**src/rtl/regfile_preload_pkg.sv**
```systemverilog
// Shared definitions for the regfile preloader: state encoding and the
// architectural constants of the regfile it sits in front of.
package regfile_preload_pkg;

   localparam int NUM_REGS = 32;
   localparam int REG_W    = 5;
   localparam int DATA_W   = 32;
   localparam int CNT_W    = 6;
   localparam int R0       = 0;

   typedef enum logic [2:0] {
      IDLE  = 3'd0,
      LOAD  = 3'd1,
      CHECK = 3'd2,
      DONE  = 3'd3,
      ERR   = 3'd4
   } state_t;

endpackage

```
**src/rtl/regfile_preload_wr_mux.sv**
```systemverilog
// Two-way port select: the idle side (processor) or the preload side.
// Used for the regfile write port and for the readRegA index hijack.
module preload_wr_mux #(
   parameter int W = 38
) (
   input  logic         sel,
   input  logic [W-1:0] idle_in,
   input  logic [W-1:0] load_in,
   output logic [W-1:0] out
);

   // Pure combinational select so idle passthrough has zero latency
   always_comb begin
      out = sel ? load_in : idle_in;
   end

endmodule

```
**src/rtl/regfile_preload.sv**
```systemverilog
// Regfile preloader: passes processor writes through while idle, and on a
// start pulse holds the processor and streams (register, value) pairs into
// the regfile write port. Writes to r0 are dropped and flagged.
// Optional read-back verification of every write: REGFILE_PRELOAD_VERIFY_EN.
module regfile_preload
   import regfile_preload_pkg::*;
#(
   parameter int NUM_REGS = regfile_preload_pkg::NUM_REGS,
   parameter int REG_W    = regfile_preload_pkg::REG_W,
   parameter int DATA_W   = regfile_preload_pkg::DATA_W,
   parameter int CNT_W    = regfile_preload_pkg::CNT_W
) (
   input  logic              clock,
   input  logic              reset,
   input  logic              start,
   input  logic              load_valid,
   output logic              load_ready,
   input  logic [REG_W-1:0]  load_reg,
   input  logic [DATA_W-1:0] load_data,
   input  logic              load_last,
   input  logic              proc_we,
   input  logic [REG_W-1:0]  proc_wr_reg,
   input  logic [DATA_W-1:0] proc_wr_data,
   output logic              rf_we,
   output logic [REG_W-1:0]  rf_wr_reg,
   output logic [DATA_W-1:0] rf_wr_data,
   output logic              proc_hold,
   output logic              busy,
   output logic              done,
   output logic              err_r0,
   output logic [CNT_W-1:0]  count
`ifdef REGFILE_PRELOAD_VERIFY_EN
   ,
   output logic              rd_sel,
   output logic [REG_W-1:0]  rf_rd_reg,
   input  logic [DATA_W-1:0] rf_rd_data,
   output logic              verify_err
`endif
);

   localparam int WB_W = 1 + REG_W + DATA_W;
   localparam logic [CNT_W-1:0] CNT_MAX = {CNT_W{1'b1}};

   state_t            state;
   state_t            state_next;
   logic              handshake;
   logic              target_r0;
   logic              target_ok;
   logic              load_we;
   logic              port_sel;
   logic [WB_W-1:0]   wr_bus;

   assign handshake = load_valid & load_ready;
   assign target_r0 = (load_reg == REG_W'(R0));
   // Indices beyond the implemented registers are never committed
   assign target_ok = !target_r0 && (32'(load_reg) < NUM_REGS);
   assign load_we   = handshake & target_ok;

`ifdef REGFILE_PRELOAD_VERIFY_EN
   logic [REG_W-1:0]  lat_reg;
   logic [DATA_W-1:0] lat_data;
   logic              lat_last;

   // Capture the committed word so CHECK can read it back one cycle later
   always_ff @(posedge clock or negedge reset) begin
      if (!reset) begin
         lat_reg  <= '0;
         lat_data <= '0;
         lat_last <= 1'b0;
      end else if (load_we) begin
         lat_reg  <= load_reg;
         lat_data <= load_data;
         lat_last <= load_last;
      end
   end

   preload_wr_mux #(.W(REG_W)) u_rd_mux (
      .sel     (rd_sel),
      .idle_in ({REG_W{1'b0}}),
      .load_in (lat_reg),
      .out     (rf_rd_reg)
   );
`endif

   // State register
   always_ff @(posedge clock or negedge reset) begin
      if (!reset) state <= IDLE;
      else        state <= state_next;
   end

   // Next-state logic
   always_comb begin
      state_next = state;
      case (state)
         IDLE: if (start) state_next = LOAD;
         LOAD: begin
            if (handshake) begin
`ifdef REGFILE_PRELOAD_VERIFY_EN
               if (load_we)        state_next = CHECK;
               else if (load_last) state_next = DONE;
`else
               if (load_last)      state_next = DONE;
`endif
            end
         end
`ifdef REGFILE_PRELOAD_VERIFY_EN
         CHECK: begin
            if (rf_rd_data != lat_data) state_next = ERR;
            else if (lat_last)          state_next = DONE;
            else                        state_next = LOAD;
         end
         ERR:  state_next = ERR;
`endif
         DONE: state_next = IDLE;
         default: state_next = IDLE;
      endcase
   end

   // Moore outputs decoded from the current state
   always_comb begin
      load_ready = (state == LOAD);
      proc_hold  = (state != IDLE);
      busy       = (state != IDLE) && (state != DONE);
      done       = (state == DONE);
      port_sel   = (state != IDLE);
`ifdef REGFILE_PRELOAD_VERIFY_EN
      rd_sel     = (state == CHECK);
      verify_err = (state == ERR);
`endif
   end

   // Words accepted in this preload, including dropped r0 words; saturates
   always_ff @(posedge clock or negedge reset) begin
      if (!reset) begin
         count <= '0;
      end else if (state == IDLE && start) begin
         count <= '0;
      end else if (handshake && count != CNT_MAX) begin
         count <= count + CNT_W'(1);
      end
   end

   // Sticky r0 flag, cleared only when a new preload begins
   always_ff @(posedge clock or negedge reset) begin
      if (!reset) begin
         err_r0 <= 1'b0;
      end else if (state == IDLE && start) begin
         err_r0 <= 1'b0;
      end else if (handshake && target_r0) begin
         err_r0 <= 1'b1;
      end
   end

   preload_wr_mux #(.W(WB_W)) u_wr_mux (
      .sel     (port_sel),
      .idle_in ({proc_we, proc_wr_reg, proc_wr_data}),
      .load_in ({load_we, load_reg, load_data}),
      .out     (wr_bus)
   );

   assign rf_we      = wr_bus[WB_W-1];
   assign rf_wr_reg  = wr_bus[WB_W-2 -: REG_W];
   assign rf_wr_data = wr_bus[DATA_W-1:0];

endmodule

```
**config.mk**
```make
export PLATFORM = sky130hd
export DESIGN_NAME = regfile_preload
export DESIGN_NICKNAME = d
export VERILOG_FILES = /design/src/rtl/regfile_preload_pkg.sv /design/src/rtl/regfile_preload_wr_mux.sv /design/src/rtl/regfile_preload.sv
export SDC_FILE = /design/constraint.sdc
export NUM_CORES = 1
export LEC_CHECK = 0
export ABC_AREA = 1
export CAP_MARGIN = 20
export CELL_PAD_IN_SITES_DETAIL_PLACEMENT = 1
export CELL_PAD_IN_SITES_GLOBAL_PLACEMENT = 1
export CORE_UTILIZATION = 16
export CTS_CLUSTER_SIZE = 24
export DETAILED_ROUTE_END_ITERATION = 7
export HOLD_SLACK_MARGIN = 0.02
export PLACE_DENSITY = 0.94
export SYNTH_ARGS = -nofsm -noshare
export SYNTH_HDL_FRONTEND = slang
export SYNTH_SLANG_ARGS = --single-unit
```
**constraint.sdc**
```tcl
create_clock -name clock -period 3.1 [get_ports clock]
set_clock_uncertainty 0.2 [all_clocks]
set_input_delay 0.62 -clock clock [delete_from_list [all_inputs] [get_ports clock]]
set_output_delay 0.62 -clock clock [all_outputs]
set_load 0.02 [all_outputs]
```
==> summary.log <==
qor: status.status completed
qor: power.cellPowerDensity 823 nW/um2
qor: synthesis.yosysTopAreaCellShare 0.482
qor: synthesis.postSynthNetCount 282
qor: cts.max_root_sink_buffers 2
qor: final_layout.share_of_cells_above_drive_strength_1 0.0402
qor: final_layout.area_occupied_by_registers 225 um2
qor: cts.numCtsBuffers 3
qor: sta.finalWorstPathRequiredPeriod 2.96 ns
qor: sta.worst-slew-pin-transition 0.427 ns
qor: synthesis.leading_cell_types_by_count_after_synthesis sky130_fd_sc_hd__nand2_1, sky130_fd_sc_hd__dfrtp_1, sky130_fd_sc_hd__nand3_1
qor: floorplanning.placeableCoreArea 6390 um2
qor: grt.maximum_number_of_pins_on_one_net_before_global_route_repair 41
qor: cts.clock_insertion_delay_worst_skew 0.24 ns
qor: detailed_routing.wl_per_cell 12.5 um
qor: critical_path.cp_data_arrival_time 2.14 ns
qor: synthesis.synth-edff-count 0
qor: grt.wire_length_of_the_first_global_routing_pass 8250 um
qor: critical_path.critPathLaunchType flip-flop
qor: detailed_routing.detail_route.iter0.violations 21
qor: synthesis.ys.flop_type sky130_fd_sc_hd__dfrtp_1
qor: cts.cts_setup_buffers 0
qor: power.p_leak 0.00119 uW
qor: grt.antenna_found_initial 0
qor: floorplanning.rows 29
qor: cts.clock_sink_count 9
qor: floorplanning.dieHeight 83.4 um
qor: synthesis.yosys.area.top_type sky130_fd_sc_hd__nand2_1
qor: final_layout.antenna_cells 0
qor: grt.grt_usage 0.144
qor: sta.fin_crit_sh 0.955
qor: final_layout.final_nets 409
qor: sta.grt_setup_unrepaired no
qor: placement.port_buffers 128
qor: detailed_routing.drt_antenna_net_count 0
qor: synthesis.synth.ff_latch_count 9
qor: final_layout.multiInputGateArea 754 um2
qor: placement.detailed_place_hpwl 4170 um
qor: synthesis.synthesis.instances 197
qor: detailed_routing.routed-via-count 1741
qor: grt.global_route_total_overflow 0
qor: cts.tritoncts done
qor: synthesis.synthTopCellsByArea sky130_fd_sc_hd__nand2_1, sky130_fd_sc_hd__dfrtp_1, sky130_fd_sc_hd__ha_1, sky130_fd_sc_hd__nand3_1, sky130_fd_sc_hd__inv_1
qor: detailed_routing.wirelength 5010 um
qor: final_layout.layout.cells.non_filler 400
qor: sta.setup_viol 0
qor: placement.dpl.cell_count 396
qor: critical_path.endpoint_kind primary output
qor: power.ir_worst_vdd 0.417 mV
qor: run.cap_violations 0
qor: sta.report.final.slew_viol_count 0
qor: cts.ctsHtreeMaxLevel 1
qor: sta.achievable-frequency 338 MHz
qor: synthesis.synth_sequential_area_ratio 0.213
qor: sta.hold-worst-slack 0.303 ns
qor: critical_path.cp_max_fo 26
qor: critical_path.cp.required 2.28 ns
qor: cts.cts.root.buffer_cell sky130_fd_sc_hd__clkbuf_8
qor: sta.maxSlewHeadroom 0.714
qor: synthesis.netlist_area 1060 um2
qor: synthesis.synthDistinctLibCells 20
qor: synthesis.synth.most_common_cell sky130_fd_sc_hd__nand2_1
qor: synthesis.yosys_warning_count 0
qor: detailed_routing.drt_pre_antenna_iters 3
qor: critical_path.r2r_slack 1.12 ns
qor: critical_path.worstSetupPathType reg2out
qor: floorplanning.floorplan.die_area 6950 um2
qor: floorplanning.initial_core_utilization 0.166
qor: cts.clk_pin_slew_worst_paths 0.05 ns
qor: floorplanning.num_io_pins 129
qor: final_layout.fillerInstances 821
qor: synthesis.async_reset_ff_frac 1.00
qor: placement.place_congestion 0.776
qor: sta.final_hold_viol_count 0
qor: floorplanning.die_width 83.4 um
qor: sta.setup_total_negative_slack 0 ns
qor: detailed_routing.remaining_drc_errors 0
qor: detailed_routing.routed_via_density 4.35
qor: grt.number_of_global_route_vias_before_repair 1796
qor: final_layout.syn2layout_area_growth 134%
qor: synthesis.synth_area_per_cell 5.38 um2
qor: min_path.class_of_the_most_critical_hold_timing_path reg2reg
routing by layer:
layer	GRT usage	wire length [um]	vias to the layer above
met1	0.160	1970	794
li1	-	-	849
met4	0.0611	124	0
met2	0.267	2580	86
met5	0	0	-
met3	0.0229	344	12
kinds of logic after synthesis:
kind of cell             Yosys count  synth area share
XOR/XNOR                           2            0.0165
AND/OR/NAND/NOR                  159             0.619
AO/OA/AOI/OAI                      3            0.0177
flip-flops                         9             0.213
adder cells (fa/ha/maj)            5            0.0590
buffers and inverters             19            0.0756
worst paths after layout:
kind | startpoint | endpoint | depth (start not counted)
worst max register to register | state[0] | count[5] | 8
worst min-delay path | err_r0 | err_r0 | 2
max in group asynchronous | reset | count[3] | 1
min in group asynchronous | reset | state[1] | 1
worst max-delay path | state[0] | rf_wr_data[27] | 7
worst min register to register | err_r0 | err_r0 | 2
layout make-up:
| class | count | area share |
|---|---|---|
| repair buffers | 130 | 0.530 |
| multi-input cells | 169 | 0.305 |
| flip-flops and latches | 9 | 0.0910 |
| well taps | 77 | 0.0389 |
| clock buffers | 4 | 0.0182 |
| inverters | 11 | 0.0172 |
worst max-delay path: stages (launching register included):
cell                              delay, ns
sky130_fd_sc_hd__dfrtp_1               0.43
sky130_fd_sc_hd__inv_1                 0.07
sky130_fd_sc_hd__ha_1                  0.24
sky130_fd_sc_hd__clkinv_2              0.21
sky130_fd_sc_hd__buf_12                0.20
sky130_fd_sc_hd__nand2_1               0.07
sky130_fd_sc_hd__nand2_1               0.07
sky130_fd_sc_hd__clkdlybuf4s50_1       0.60
placed cells by master, fill, tap and decap left out, drive strengths merged:
cell,synthesis,final
o22ai,1,1
xnor2,1,1
nand2,136,136
nor2,9,9
xor2,1,1
ha,5,5
nand3,10,10
nand4,3,3
clkbuf,3,4
inv,11,10
buf,5,2
o21bai,1,1
or2,1,1
clkinv,0,1
clkdlybuf4s50,0,128
o21ai,1,1
dfrtp,9,9
power by group:
part           switching [uW]  internal [uW]  total (uW)
Clock                    53.2           90.2         143
Sequential               37.0            146         183
Combinational             943            768        1710
Total                    1030           1000        2040
metrics by stage:
step	area, um2	util	setup WS (ns)	power, uW
2_1_floorplan	1060	-	0.967	1100
3_3_place_gp	2430	0.380	0.243	1870
3_5_place_dp	2430	0.380	0.185	1910
4_1_cts	2470	0.387	0.0816	2060
5_1_grt	2480	0.388	0.0176	2200
6_report	2480	0.388	0.140	2040
state kept, by name (all words and copies together), names as in the netlist:
name / count
count: 6
state: 2
err_r0: 1
repair_timing:
action | in CTS | in global routing
hold buffers | 0 | 0
gates resized for setup | 0 | 2
setup endpoints to repair | 0 | 18
(Power assumes the default switching activity.)
